==> src/rtl/exp_mu_job_scheduler.sv <==
// ---------------------------------------------------------------------------
// exp_mu_job_scheduler
//
// Shares one S0*exp(t*mu) datapath among NREQ requesters. A round-robin
// arbiter picks one (mu, S0) job at a time. The job is latched and launched
// on the datapath. The datapath's (addr, data) stream goes to a shared result
// RAM at {grant_id, t}, one cycle late. The requester is acknowledged when
// the job completes. A watchdog aborts a job whose datapath never reports
// done.
//
// Handshake: a requester raises iReq[k] and holds it high. It may drop it
// once oAck[k] pulses for one cycle. A bit still high after its ack counts
// as a new request and takes its normal round-robin turn.
//
// Ports
//   CLK, iRstN          clock; synchronous active-low reset
//   iReq[NREQ]          per-requester job request
//   iMu, iS             packed per-requester mu (0.18) and S0 (4.14)
//   oAck, oErr          one-cycle completion pulse; oErr marks a watchdog abort
//   oBusy               high whenever the scheduler is not idle
//   oDpMu, oDpS         latched operands of the granted job
//   oDpStart            one-cycle launch pulse to the datapath
//   iDpData/Addr/Valid  datapath result stream
//   iDpDone             datapath finished
//   oWrEn/Addr/Data     result RAM write port (registered)
//   oDbgState           current FSM state, for observation only
// ---------------------------------------------------------------------------
module exp_mu_job_scheduler #(
  parameter int NREQ    = 4,
  parameter int LOGN    = 2,
  parameter int LOGT    = 9,
  parameter int TIMEOUT = 1023
) (
  input  logic                 CLK,
  input  logic                 iRstN,
  input  logic [NREQ-1:0]      iReq,
  input  logic [NREQ*18-1:0]   iMu,
  input  logic [NREQ*18-1:0]   iS,
  output logic [NREQ-1:0]      oAck,
  output logic [NREQ-1:0]      oErr,
  output logic                 oBusy,
  output logic [17:0]          oDpMu,
  output logic [17:0]          oDpS,
  output logic                 oDpStart,
  input  logic [17:0]          iDpData,
  input  logic [LOGT-1:0]      iDpAddr,
  input  logic                 iDpValid,
  input  logic                 iDpDone,
  output logic                 oWrEn,
  output logic [LOGN+LOGT-1:0] oWrAddr,
  output logic [17:0]          oWrData,
  output logic [2:0]           oDbgState
);

  typedef enum logic [2:0] {
    S_IDLE   = 3'd0,
    S_LAUNCH = 3'd1,
    S_RUN    = 3'd2,
    S_DRAIN  = 3'd3,
    S_ACK    = 3'd4
  } state_t;

  localparam logic [15:0]     WD_LAST = 16'(TIMEOUT - 1);
  localparam logic [NREQ-1:0] ONE_HOT = {{(NREQ-1){1'b0}}, 1'b1};

  state_t                 state_q;
  logic [LOGN-1:0]        rr_ptr_q;
  logic [LOGN-1:0]        grant_q;
  logic [15:0]            wd_q;
  logic                   err_q;
  logic [17:0]            mu_q;
  logic [17:0]            s_q;
  logic                   start_q;
  logic [NREQ-1:0]        ack_q;
  logic [NREQ-1:0]        err_out_q;
  logic                   wr_en_q;
  logic [LOGN+LOGT-1:0]   wr_addr_q;
  logic [17:0]            wr_data_q;

  // Round-robin pick: first set request bit at or above rr_ptr, wrapping.
  logic                   pick_found;
  logic [LOGN-1:0]        pick_id;
  logic [LOGN-1:0]        cand;

  always_comb begin
    pick_found = 1'b0;
    pick_id    = '0;
    cand       = '0;
    for (int i = 0; i < NREQ; i++) begin
      cand = LOGN'((int'(rr_ptr_q) + i) % NREQ);
      if (!pick_found && iReq[cand]) begin
        pick_found = 1'b1;
        pick_id    = cand;
      end
    end
  end

  // The result stream is only accepted while a job owns the datapath;
  // DRAIN still accepts so a valid arriving with done is not lost.
  logic accept_wr;
  assign accept_wr = iDpValid && ((state_q == S_RUN) || (state_q == S_DRAIN));

  always_ff @(posedge CLK) begin
    if (!iRstN) begin
      state_q   <= S_IDLE;
      rr_ptr_q  <= '0;
      grant_q   <= '0;
      wd_q      <= '0;
      err_q     <= 1'b0;
      mu_q      <= '0;
      s_q       <= '0;
      start_q   <= 1'b0;
      ack_q     <= '0;
      err_out_q <= '0;
      wr_en_q   <= 1'b0;
      wr_addr_q <= '0;
      wr_data_q <= '0;
    end else begin
      start_q   <= 1'b0;
      ack_q     <= '0;
      err_out_q <= '0;

      wr_en_q <= accept_wr;
      if (accept_wr) begin
        wr_addr_q <= {grant_q, iDpAddr};
        wr_data_q <= iDpData;
      end

      case (state_q)
        S_IDLE: begin
          if (pick_found) begin
            grant_q <= pick_id;
            mu_q    <= iMu[18*pick_id +: 18];
            s_q     <= iS[18*pick_id +: 18];
            start_q <= 1'b1;
            state_q <= S_LAUNCH;
          end
        end
        S_LAUNCH: begin
          wd_q    <= '0;
          state_q <= S_RUN;
        end
        S_RUN: begin
          // wd_q counts RUN cycles already spent, so RUN lasts at most
          // TIMEOUT cycles before the abort.
          wd_q <= (wd_q == 16'hFFFF) ? wd_q : wd_q + 16'd1;
          if (iDpDone) begin
            state_q <= S_DRAIN;
          end else if (wd_q >= WD_LAST) begin
            err_q   <= 1'b1;
            state_q <= S_DRAIN;
          end
        end
        S_DRAIN: begin
          ack_q     <= ONE_HOT << grant_q;
          err_out_q <= err_q ? (ONE_HOT << grant_q) : '0;
          state_q   <= S_ACK;
        end
        S_ACK: begin
          rr_ptr_q <= LOGN'((int'(grant_q) + 1) % NREQ);
          err_q    <= 1'b0;
          state_q  <= S_IDLE;
        end
        default: state_q <= S_IDLE;
      endcase
    end
  end

  assign oAck      = ack_q;
  assign oErr      = err_out_q;
  assign oBusy     = (state_q != S_IDLE);
  assign oDpMu     = mu_q;
  assign oDpS      = s_q;
  assign oDpStart  = start_q;
  assign oWrEn     = wr_en_q;
  assign oWrAddr   = wr_addr_q;
  assign oWrData   = wr_data_q;
  assign oDbgState = state_q;

endmodule

==> config.mk <==
export PLATFORM = sky130hd
export DESIGN_NAME = exp_mu_job_scheduler
export DESIGN_NICKNAME = d
export VERILOG_FILES = /design/src/rtl/exp_mu_job_scheduler.sv
export SDC_FILE = /design/constraint.sdc
export NUM_CORES = 1
export LEC_CHECK = 0
export CAP_MARGIN = 10
export CORE_ASPECT_RATIO = 0.9
export CORE_MARGIN = 3
export CORE_UTILIZATION = 25
export DETAILED_ROUTE_END_ITERATION = 8
export DONT_BUFFER_PORTS = 1
export SLEW_MARGIN = 20
export SYNTH_ARGS = -nofsm -noshare
export SYNTH_HDL_FRONTEND = slang
export SYNTH_SLANG_ARGS = --single-unit
==> constraint.sdc <==
create_clock -name CLK -period 1.6 [get_ports CLK]
set_input_delay 0.32 -clock CLK [delete_from_list [all_inputs] [get_ports CLK]]
set_output_delay 0.32 -clock CLK [all_outputs]
set_load 0.02 [all_outputs]
==> summary.md, run 1 <==
Placement
- detailed placement HPWL: 11.7 mm
- PortBufs: 0
- gpl congestion: 0.776
- placement-stage worst setup slack: -0.300 ns

Logic synthesis
- post-synth cell types: 57
- summed instance area of the synthesized netlist: 5090 um2
- number of enable flip-flop cells after synthesis: 0
- warnings from Yosys: 0
- average cell area after synthesis: 8.65 um2
- most used flip-flop cell after synthesis: sky130_fd_sc_hd__dfxtp_1
- top cell type's share of synthesized area: 38.9%
- register bit count reported by yosys: 99
- cell count after synthesis: 589
- syn nets: 774
- register area share after synthesis: 38.9%
- dominant cell type by area after synthesis: sky130_fd_sc_hd__dfxtp_1
- share of flip-flops with an asynchronous set or reset after synthesis: 0%
- leading cell types by total area after synthesis: sky130_fd_sc_hd__dfxtp_1 39%, sky130_fd_sc_hd__nand2_1 7.7%, sky130_fd_sc_hd__mux2i_1 7.3%

Global route
- global route hottest layer: met2
- total grt overflow: 0
- wire length of the first global-routing pass: 23.9 mm
- fraction of met3 tracks used by global routing: 3.60%
- overall routing resource usage: 13.8%
- initial antenna violation count: 0
- largest net degree at the start of global routing: 41
- met1 Track Usage GR: 17.7%
- number of global-route vias before repair: 4360
- global-route track usage on met2: 22.9%

Timing
- peak clock frequency supported by timing: 0.590 GHz
- Final Hold Violating Endpoints: 0
- Final period util: 106%
- slew at the pin closest to its max-slew limit: 0.306 ns
- time the final worst path needs with I/O delays and setup: 1.70 ns
- Final setup violation count: 36
- PnR worst setup slack: -0.0962 ns
- worst hold slack across all endpoints: 0.107 ns
- max-slew violation total from the final report: 0
- RSZ-0062 raised after global routing: true
- normalized max-slew margin: 79.5%
- worst clock skew: 0.00951 ns

Finish
- Core Util, Final: 34.3%
- most frequent standard cell in the layout excluding fill and tap cells: sky130_fd_sc_hd__nand2_1
- register cell area after layout: 1990 um2
- total area of multi-input combinational cells: 3180 um2
- fillcell total: 2005
- Net count, final: 826
- diode count: 0
- Area growth, synth to finish: 31.8%
- commonest cells after routing, fill and taps aside: 102 x sky130_fd_sc_hd__nand2_1, 93 x sky130_fd_sc_hd__dfxtp_1, 56 x sky130_fd_sc_hd__buf_4
- ratio of cells with drive above 1 in the final layout: 27.2%

Floorplanning
- Std-Cell Core Area: 19600 um2
- I/O pins: 258
- Die Width: 156 um
- row count: 48
- initial core utilization: 26.0%
- DIE AREA: 22100 um2
- Die Span Y: 141 um

Worst setup path
- kind of end point of the critical path: register
- flop2flop setup slack: -0.1 ns
- data required time of the worst path: 1.83 ns
- Startpoint Class: register
- critical path start-end classification: reg2reg
- endpoint of the lowest-slack register-to-register path: oDpMu[9]$_SDFFE_PN0P_
- arrival time at the worst endpoint: 1.93 ns
- startpoint of the lowest-slack register-to-register path: rr_ptr_q[1]$_SDFFE_PN0P_
- CP Max Fanout: 5
- depth of the most critical reg-to-reg path: 10

Clock network
- number of buffers inserted during clock tree synthesis: 9
- level count of the clock H-tree: 3
- count of clock tree sinks: 99
- clock tree from TritonCTS: done
- Skew-Pair Late Insertion Delay: 0.34 ns
- CTS Hold Buffers Added: 0
- clock tree buffer depth: 2
- library cell used as clock root buffer: sky130_fd_sc_hd__clkbuf_16
- Clk pin slew, worst setup/hold paths: 0.07 ns

Min path
- startpoint of the worst hold path: iRstN
- HP Class: in2reg
- Hold Path Depth: 1
- Hold Path End: oWrEn$_SDFF_PN0_

Flow run
- number of max-capacitance violations reported: 0

Detailed routing
- remaining design rule violation count: 0
- drt wl/cell: 18.5 um
- total number of vias: 4510
- Total Wirelength: 16.5 mm
- number of DRC markers in iteration 0: 292
- antenna viol nets, final: 0
- number of detailed-routing iterations run before antenna repair: 5
- routed via count divided by cell count: 5.03

Outcome
- violated checks: negative setup slack
- run status: complete, but fails checks

Power
- Final Power: 6400 uW
- power density of the placed cells: 953 nW/um2
- Max VDD drop: 0.514 mV
- static leakage power: 0.00247 uW

==> through the flow <==
stage | TNS, ns | instance area (um2) | cells
final | -1.80 | 6710 | 896
after global routing | -4.91 | 6710 | 896
after CTS | -2.10 | 6500 | 890
after detailed placement | -8.47 | 5840 | 863
after global placement | -8.33 | 5840 | 863
after floorplan | -0.683 | 5150 | 589
==> synthesized netlist by cell type (9+ instances only) <==
cell,count
sky130_fd_sc_hd__nand2_1,105
sky130_fd_sc_hd__dfxtp_1,99
sky130_fd_sc_hd__buf_2,9
sky130_fd_sc_hd__a21o_1,36
sky130_fd_sc_hd__a21boi_0,30
sky130_fd_sc_hd__nand3_1,42
sky130_fd_sc_hd__o211ai_2,20
sky130_fd_sc_hd__and2_1,9
sky130_fd_sc_hd__clkbuf_1,22
sky130_fd_sc_hd__o211ai_1,19
sky130_fd_sc_hd__nor2_1,18
sky130_fd_sc_hd__mux2i_1,37
sky130_fd_sc_hd__xor2_1,11
sky130_fd_sc_hd__o21ai_0,43
==> layer usage <==
| metal | vias up | part of all wire, % |
|---|---|---|
| met1 | 2101 | 42 |
| met5 | - | 0 |
| met4 | 0 | 1.7 |
| met2 | 193 | 49 |
| met3 | 19 | 7.3 |
| li1 | 2197 | - |
==> layout make-up <==
class,count,area share [%]
inverters,7,0.447
repair buffers,83,13.3
clock inverters,4,0.820
multi-input cells,441,47.4
flip-flops and latches,99,29.7
clock buffers,12,3.67
well taps,250,4.66
==> critical path: stages (launching register included) <==
cell and delay, ns:
sky130_fd_sc_hd__dfxtp_2 0.36, sky130_fd_sc_hd__buf_6 0.12, sky130_fd_sc_hd__nand2_4 0.05, sky130_fd_sc_hd__a221oi_2 0.20, sky130_fd_sc_hd__buf_4 0.16, sky130_fd_sc_hd__buf_6 0.10
sky130_fd_sc_hd__nor2_4 0.04, sky130_fd_sc_hd__buf_6 0.13, sky130_fd_sc_hd__clkbuf_16 0.16, sky130_fd_sc_hd__mux2i_2 0.18, sky130_fd_sc_hd__o211ai_2 0.10
==> what timing repair did <==
action / 4_1_cts / 5_1_grt
pin swaps: 13 / 17
gates resized for setup: 43 / 47
cloned: 2 / 1
setup buffers: 12 / 7
endpoints found under the setup margin: 39 / 51
==> flip-flops by register name, summed over array words and instances, names as in the netlist <==
name,cells
err_q,1
grant_q,2
oAck,4
oDbgState,3
oDpMu,18
oDpS,18
oDpStart,1
oErr,4
oWrAddr,11
oWrData,18
oWrEn,1
rr_ptr_q,2
wd_q,16
==> cells by family after synthesis <==
kind of cell	share of synthesized area, %
AOI/OAI and AO/OA	24.7
xor gates and xnor gates	2.06
buffers and inverters	4.72
DFF	38.9
adders and majority gates	1.47
muxes	7.27
and+or+nand+nor	20.8
==> power breakdown <==
group	switching, uW	internal, uW	leakage, uW
logic	581	579	0.00152
clock network	986	1270	0.000144
registers	340	2640	0.000810
==> worst max path at each step <==
stage	startpoint	to	slack (ns)	depth (start not counted)
CTS	rr_ptr_q[1]$_SDFFE_PN0P_	oDpS[2]$_SDFFE_PN0P_	-0.11	8
global placement	iReq[2]	oDpMu[17]$_SDFFE_PN0P_	-0.29	7
global route	rr_ptr_q[1]$_SDFFE_PN0P_	oDpS[10]$_SDFFE_PN0P_	-0.17	9
detailed placement	iReq[2]	oDpMu[15]$_SDFFE_PN0P_	-0.30	7
finish	rr_ptr_q[1]$_SDFFE_PN0P_	oDpMu[9]$_SDFFE_PN0P_	-0.1	10
floorplan	oDbgState[2]$_SDFFE_PN0P_	wd_q[9]$_SDFFE_PN0P_	-0.06	7
No activity file was read; power rests on OpenSTA's default activity.
==> run 2, diff against run 1 <==
--- a/config.mk
+++ b/config.mk
@@ -7,8 +7,9 @@
 export LEC_CHECK = 0
 export CAP_MARGIN = 10
 export CORE_ASPECT_RATIO = 0.9
-export CORE_MARGIN = 3
+export CORE_MARGIN = 1
 export CORE_UTILIZATION = 25
+export CTS_BUF_LIST = sky130_fd_sc_hd__clkbuf_8 sky130_fd_sc_hd__clkbuf_16
 export DETAILED_ROUTE_END_ITERATION = 8
 export DONT_BUFFER_PORTS = 1
 export SLEW_MARGIN = 20
==> run 2 against run 1 <==
Net effect: the flow finishes with violations (design-rule violations, negative setup slack); routed wire length down 3.0%; cell area shrank 1.7%; sequential cell count is the same; core utilization fell by 1.3 points; combinational power down 3%; global-route usage grew 0.35 points; critical path type unchanged; largest cell class unchanged.
==> summary.md, run 2 (same netlist as run 1, synthesis figures left out) <==
Flow run
- number of max-capacitance violations reported: 0, unchanged

Worst setup path
- kind of end point of the critical path: register
- critical path start-end classification: reg2reg
- Worst path max stage delay: 0.39 ns, +0.03 ns
- startpoint of the lowest-slack register-to-register path: rr_ptr_q[1]$_SDFFE_PN0P_
- endpoint of the lowest-slack register-to-register path: oDpMu[12]$_SDFFE_PN0P_
- arrival time at the worst endpoint: 1.88 ns, -0.05 ns
- CP Max Fanout: 9, +4
- cell occurring most often along the worst timing path: sky130_fd_sc_hd__buf_6
- worst path cell trace: buf_6 > buf_6 > o21ba_4 > nor2_4 > buf_12 > mux2i_1 > o211ai_2
- depth of the most critical reg-to-reg path: 7, -3
- data required time of the worst path: 1.84 ns, about the same
- Startpoint Class: register
- flop2flop setup slack: -0.05 ns, +0.05 ns
- Max stage delay cell, worst path: sky130_fd_sc_hd__dfxtp_4

Detailed routing
- remaining design rule violation count: 11, +11
- total number of vias: 4497, -0.29%
- met3 layer wire length in the routed design: 1.12 mm, -6.4%
- highest routing layer actually used: met4
- drt wl/cell: 17.9 um, -3.1%
- number of detailed-routing iterations run before antenna repair: 6, +1
- antenna viol nets, final: 0, unchanged
- routed wl met2: 7.60 mm, -5.7%
- met1 wire length: 6.93 mm, -1.0%
- number of DRC markers in iteration 0: 311, +6.5%
- Total Wirelength: 16.0 mm, -3.0%
- routed via count divided by cell count: 5.01, -0.40%

Min path
- HP Class: in2reg
- startpoint of the worst hold path: iDpAddr[5]
- Hold Path End: oWrAddr[5]$_SDFFE_PN0P_
- Hold Path Depth: 2, +1

Finish
- count of placed standard cells in the final layout, fillers left out: 897, +0.11%
- diode count: 0, unchanged
- Area growth, synth to finish: 29.6%
- commonest cells after routing, fill and taps aside: 102 x sky130_fd_sc_hd__nand2_1, 88 x sky130_fd_sc_hd__dfxtp_1, 52 x sky130_fd_sc_hd__buf_4
- most frequent standard cell in the layout excluding fill and tap cells: sky130_fd_sc_hd__nand2_1
- ratio of cells with drive above 1 in the final layout: 27.3%, about the same
- Net count, final: 822, -0.48%

Timing
- worst clock skew: 0.0124 ns, +0.00289 ns
- PnR worst setup slack: -0.0451 ns, +0.0511 ns
- Final period util: 103%, -3.2 points
- Final Hold Violating Endpoints: 0, unchanged
- time the final worst path needs with I/O delays and setup: 1.65 ns, -0.0511 ns
- RSZ-0062 raised after global routing: true
- max-slew violation total from the final report: 0, unchanged
- normalized max-slew margin: 79.0%, -0.55 points
- slew at the pin closest to its max-slew limit: 0.315 ns, +0.00897 ns
- Final setup violation count: 29, -19%
- peak clock frequency supported by timing: 0.608 GHz, +3.1%
- worst hold slack across all endpoints: 0.0982 ns, -0.00856 ns

Global route
- number of global-route vias before repair: 4299, -1.4%
- wire length of the first global-routing pass: 23.0 mm, -3.8%
- largest net degree at the start of global routing: 41, unchanged
- overall routing resource usage: 14.2%, +0.35 points
- total grt overflow: 0, unchanged
- initial antenna violation count: 0, unchanged

Placement
- Inst Count DP: 864, +0.12%
- gpl congestion: 0.716, -7.7%
- PortBufs: 0, unchanged
- detailed placement HPWL: 11.4 mm, -2.6%

Floorplanning
- Die Width: 152 um, -2.6%
- Std-Cell Core Area: 20000 um2, +2.1%
- row count: 49, +2.1%
- Die Span Y: 137 um, -2.8%
- initial core utilization: 25.5%, -0.53 points
- I/O pins: 258, unchanged
- DIE AREA: 21000 um2, -5.3%

Clock network
- library cell used as clock root buffer: sky130_fd_sc_hd__clkbuf_16
- level count of the clock H-tree: 3, unchanged
- count of clock tree sinks: 99, unchanged
- clock tree buffer depth: 2, unchanged
- number of buffers inserted during clock tree synthesis: 9, unchanged
- CTS Hold Buffers Added: 0, unchanged
- Clk pin slew, worst setup/hold paths: 0.08 ns, about the same
- Skew-Pair Late Insertion Delay: 0.36 ns, +0.02 ns
- clock tree from TritonCTS: done

Power
- static leakage power: 0.00245 uW, -0.81%
- power density of the placed cells: 956 nW/um2, +0.34%
- Max VDD drop: 0.455 mV, -12%

Outcome
- run status: complete, but fails checks
- violated checks: design-rule violations, negative setup slack

[run 2: changes by cell type in the layout (fill, tap and decap cells not counted), sizes merged]
cell,delta
clkinv,+1
bufinv,-1
buf,-5
clkbuf,+1
clkinvlp,-1
inv,+1
[run 2: metal layers]
layer	global-route usage, %	up-vias
li1	-	2184
met1	17.6	2120
met2	22.9	174
met3	4.56	19
met4	5.50	0
met5	0	-
[run 2: how the worst max path moves through the flow]
stage | depth (start not counted) | to | slack, ns | from
after floorplan | 7 | wd_q[9]$_SDFFE_PN0P_ | -0.06 | oDbgState[2]$_SDFFE_PN0P_
after global placement | 6 | oDpS[17]$_SDFFE_PN0P_ | -0.21 | rr_ptr_q[1]$_SDFFE_PN0P_
after detailed placement | 6 | oDpS[17]$_SDFFE_PN0P_ | -0.18 | rr_ptr_q[1]$_SDFFE_PN0P_
after CTS | 6 | oDpS[17]$_SDFFE_PN0P_ | -0.04 | rr_ptr_q[1]$_SDFFE_PN0P_
after global routing | 7 | oDpMu[12]$_SDFFE_PN0P_ | -0.11 | rr_ptr_q[1]$_SDFFE_PN0P_
final | 7 | oDpMu[12]$_SDFFE_PN0P_ | -0.05 | rr_ptr_q[1]$_SDFFE_PN0P_
[run 2: final cells by class]
type	count	area [um2]
clock buffers	12	267
clock inverters	4	30.0
fillers	2078	13400
inverters	7	28.8
multi-input cells	441	3100
flip-flops and latches	99	2000
well taps	255	319
repair buffers	79	853
[run 2: what timing repair did]
action,CTS,global route
endpoints found under the setup margin,41,55
pin swaps,8,25
resized for setup,36,55
cloned,1,2
buffers inserted,9,7
[run 2: worst max-delay path, delay by kind of cell, from the launching register on]
kind	cells	cell delay, ns
AOI/OAI and AO/OA	2	0.26
buffers and inverters	3	0.41
DFF	1	0.39
muxes	1	0.25
and+or+nand+nor	1	0.22
[run 2: report_power, final]
part	internal, uW	switching, uW
Combinational	544	575
Clock	1190	1020
Sequential	2640	334
Total	4380	1930
[run 2: stage by stage]
stage | total power, uW | utilization (%) | instance area, um2 | worst slack, ns | TNS [ns]
2_1_floorplan | 3670 | - | 5150 | -0.0630 | -0.683
3_5_place_dp | 4020 | 29.3 | 5850 | -0.179 | -4.58
4_1_cts | 6350 | 32.0 | 6390 | -0.0360 | -0.172
3_3_place_gp | 4010 | 29.3 | 5850 | -0.211 | -4.65
6_report | 6310 | 33.0 | 6600 | -0.0451 | -0.458
5_1_grt | 6620 | 33.0 | 6600 | -0.110 | -2.78
==> run 3, diff against run 2 <==
==> constraint.sdc (replaced) <==
create_clock -name CLK -period 1.4 [get_ports CLK]
set_input_delay 0.28 -clock CLK [delete_from_list [all_inputs] [get_ports CLK]]
set_output_delay 0.28 -clock CLK [all_outputs]
set_load 0.02 [all_outputs]
==> run 3 against run 2 <==
Net effect: the run still ends with design-rule violations, negative setup slack left; hold slack worse by 0.047 ns; cell area is 6.4% higher; fmax is 2.8% higher; total power grew 16%; clock power grew 15%; global-route usage up 0.59 points; combinational power increased by 25%; clock skew fell by 0.0026 ns; sequential share of layout area shrank 1.6 points; via count is 2.2% higher; non-clock buffer count is 17 higher; largest cell class unchanged; highest routed layer unchanged.
==> summary.md, run 3 (same netlist as run 1, synthesis figures left out) <==
Outcome
- violated checks: design-rule violations, negative setup slack
- run status: complete, but fails checks

Worst setup path
- worst path cell trace: mux2i_4 > o22ai_4 > nor2_4 > buf_6 > buf_12 > mux2i_1 > o211ai_2
- Startpoint Class: register
- CP Max Fanout: 6, -3
- kind of end point of the critical path: register
- WP buf/inv: 2, -1
- Worst path max stage delay: 0.40 ns, about the same
- arrival time at the worst endpoint: 1.84 ns, -0.04 ns
- Max stage delay cell, worst path: sky130_fd_sc_hd__dfxtp_4
- data required time of the worst path: 1.64 ns, -0.20 ns
- critical path start-end classification: reg2reg
- Top Family by Delay on Critical Path: multiplexers

Timing
- Final setup violation count: 50, +72%
- time the final worst path needs with I/O delays and setup: 1.60 ns, -0.0453 ns
- normalized max-slew margin: 78.6%, -0.41 points
- slew at the pin closest to its max-slew limit: 0.321 ns, +0.00577 ns
- RSZ-0062 raised after global routing: true
- max-slew violation total from the final report: 0, unchanged
- worst hold slack across all endpoints: 0.0514 ns, -0.0468 ns
- Final period util: 114%, +11 points
- Final Hold Violating Endpoints: 0, unchanged
- worst clock skew: 0.00983 ns, -0.00257 ns
- peak clock frequency supported by timing: 0.625 GHz, +2.8%
- PnR worst setup slack: -0.200 ns, -0.155 ns

Clock network
- count of clock tree sinks: 99, unchanged
- library cell used as clock root buffer: sky130_fd_sc_hd__clkbuf_16
- level count of the clock H-tree: 3, unchanged
- number of buffers inserted during clock tree synthesis: 9, unchanged
- Clk pin slew, worst setup/hold paths: 0.07 ns, about the same
- Skew-Pair Late Insertion Delay: 0.35 ns, about the same
- clock tree from TritonCTS: done
- clock tree buffer depth: 2, unchanged

Flow run
- number of max-capacitance violations reported: 0, unchanged

Detailed routing
- met1 wire length: 6.98 mm, +0.75%
- routed wl met2: 8.08 mm, +6.4%
- total number of vias: 4597, +2.2%
- remaining design rule violation count: 10, -1
- number of detailed-routing iterations run before antenna repair: 7, +1
- routed via count divided by cell count: 5.03, +0.32%
- highest routing layer actually used: met4
- number of DRC markers in iteration 0: 239, -23%
- met3 layer wire length in the routed design: 1.11 mm, -1.4%
- drt wl/cell: 18.0 um, +0.61%
- Total Wirelength: 16.4 mm, +2.5%
- antenna viol nets, final: 0, unchanged

Min path
- HP Class: in2reg

Floorplanning
- Die Span Y: 137 um, unchanged
- DIE AREA: 21000 um2, unchanged
- initial core utilization: 25.5%, unchanged
- Std-Cell Core Area: 20000 um2, unchanged
- row count: 49, unchanged
- Die Width: 152 um, unchanged
- I/O pins: 258, unchanged

Placement
- placement-stage worst setup slack: -0.356 ns, -0.177 ns
- gpl congestion: 0.753, +5.2%
- PortBufs: 0, unchanged
- detailed placement HPWL: 11.6 mm, +2.1%

Finish
- Net count, final: 839, +2.1%
- diode count: 0, unchanged
- Area growth, synth to finish: 37.8%
- commonest cells after routing, fill and taps aside: 93 x sky130_fd_sc_hd__nand2_1, 82 x sky130_fd_sc_hd__dfxtp_1, 60 x sky130_fd_sc_hd__buf_4
- most frequent standard cell in the layout excluding fill and tap cells: sky130_fd_sc_hd__nand2_1
- ratio of cells with drive above 1 in the final layout: 34.4%, +7.2 points

Global route
- overall routing resource usage: 14.8%, +0.59 points
- largest net degree at the start of global routing: 41, unchanged
- number of global-route vias before repair: 4329, +0.70%
- initial antenna violation count: 0, unchanged
- wire length of the first global-routing pass: 23.8 mm, +3.5%
- total grt overflow: 0, unchanged

Power
- power density of the placed cells: 1050 nW/um2, +9.4%
- static leakage power: 0.00269 uW, +9.8%
- Max VDD drop: 0.509 mV, +12%
- Final Power: 7340 uW, +16%

==> run 3: cell types whose count changed in the layout (fill, tap and decap cells not counted), moves of 4 or more <==
cell                       change
sky130_fd_sc_hd__o21ai_0      +12
sky130_fd_sc_hd__buf_4         +8
sky130_fd_sc_hd__dfxtp_1       -6
sky130_fd_sc_hd__o21ai_2       -4
sky130_fd_sc_hd__nand2_4       +8
sky130_fd_sc_hd__a21boi_2      +8
sky130_fd_sc_hd__o21ai_1       -9
sky130_fd_sc_hd__a21boi_1     +21
sky130_fd_sc_hd__a21boi_0     -29
sky130_fd_sc_hd__buf_6         +7
sky130_fd_sc_hd__nand2_1       -9
==> run 3: metal layers <==
layer	vias up	global-route usage, %
li1	2221	-
met1	2184	18.1
met2	174	24.7
met3	18	4.31
met4	0	5.50
met5	-	0
==> run 3: cell type report <==
class	instances	area, um2
clock buffers	12	267
clock inverters	4	31.3
fillers	2055	13000
inverters	7	28.8
multi-input cells	441	3310
flip-flops and latches	99	2020
well taps	255	319
repair buffers	96	1040
==> run 3: where the power goes <==
| part | internal, uW | switching [uW] |
|---|---|---|
| Combinational | 708 | 690 |
| Clock | 1370 | 1180 |
| Sequential | 3010 | 379 |
| Total | 5090 | 2250 |
==> run 3: worst paths after layout <==
check                            from                       to  slack [ns]  cells after the start
min reg2reg      wd_q[1]$_SDFFE_PN0P_     wd_q[1]$_SDFFE_PN0P_        0.48                      2
max          rr_ptr_q[1]$_SDFFE_PN0P_    oDpMu[2]$_SDFFE_PN0P_       -0.20                      7
max reg2reg  rr_ptr_q[1]$_SDFFE_PN0P_    oDpMu[2]$_SDFFE_PN0P_       -0.20                      7
min                        iDpData[1]  oWrData[1]$_SDFFE_PN0P_        0.05                      2
==> run 3: worst register-to-register path, stage by stage (launching register included) <==
cell and delay, ns:
sky130_fd_sc_hd__dfxtp_4 0.40, sky130_fd_sc_hd__mux2i_4 0.27, sky130_fd_sc_hd__o22ai_4 0.12, sky130_fd_sc_hd__nor2_4 0.11, sky130_fd_sc_hd__buf_6 0.14, sky130_fd_sc_hd__buf_12 0.14, sky130_fd_sc_hd__mux2i_1 0.24, sky130_fd_sc_hd__o211ai_2 0.09
==> run 3: what timing repair did <==
item                                    in CTS  in global routing
endpoints found under the hold margin        0                  0
hold buffers                                 0                  0
gates resized for setup                     56                103
setup buffers                               10                  6
gates cloned                                 2                  3
pin swaps                                   16                 49
endpoints found under the setup margin      58                 87
==> run 3: per-stage QoR <==
stage / std cells / area (um2) / util, % / setup TNS [ns]
after detailed placement: 881 / 6030 / 30.2 / -13.06
after global placement: 881 / 6030 / 30.2 / -11.02
final: 914 / 7020 / 35.1 / -7.05
after CTS: 908 / 6640 / 33.2 / -7.16
after floorplan: 589 / 5220 / - / -7.20
after global routing: 914 / 7020 / 35.1 / -11.89
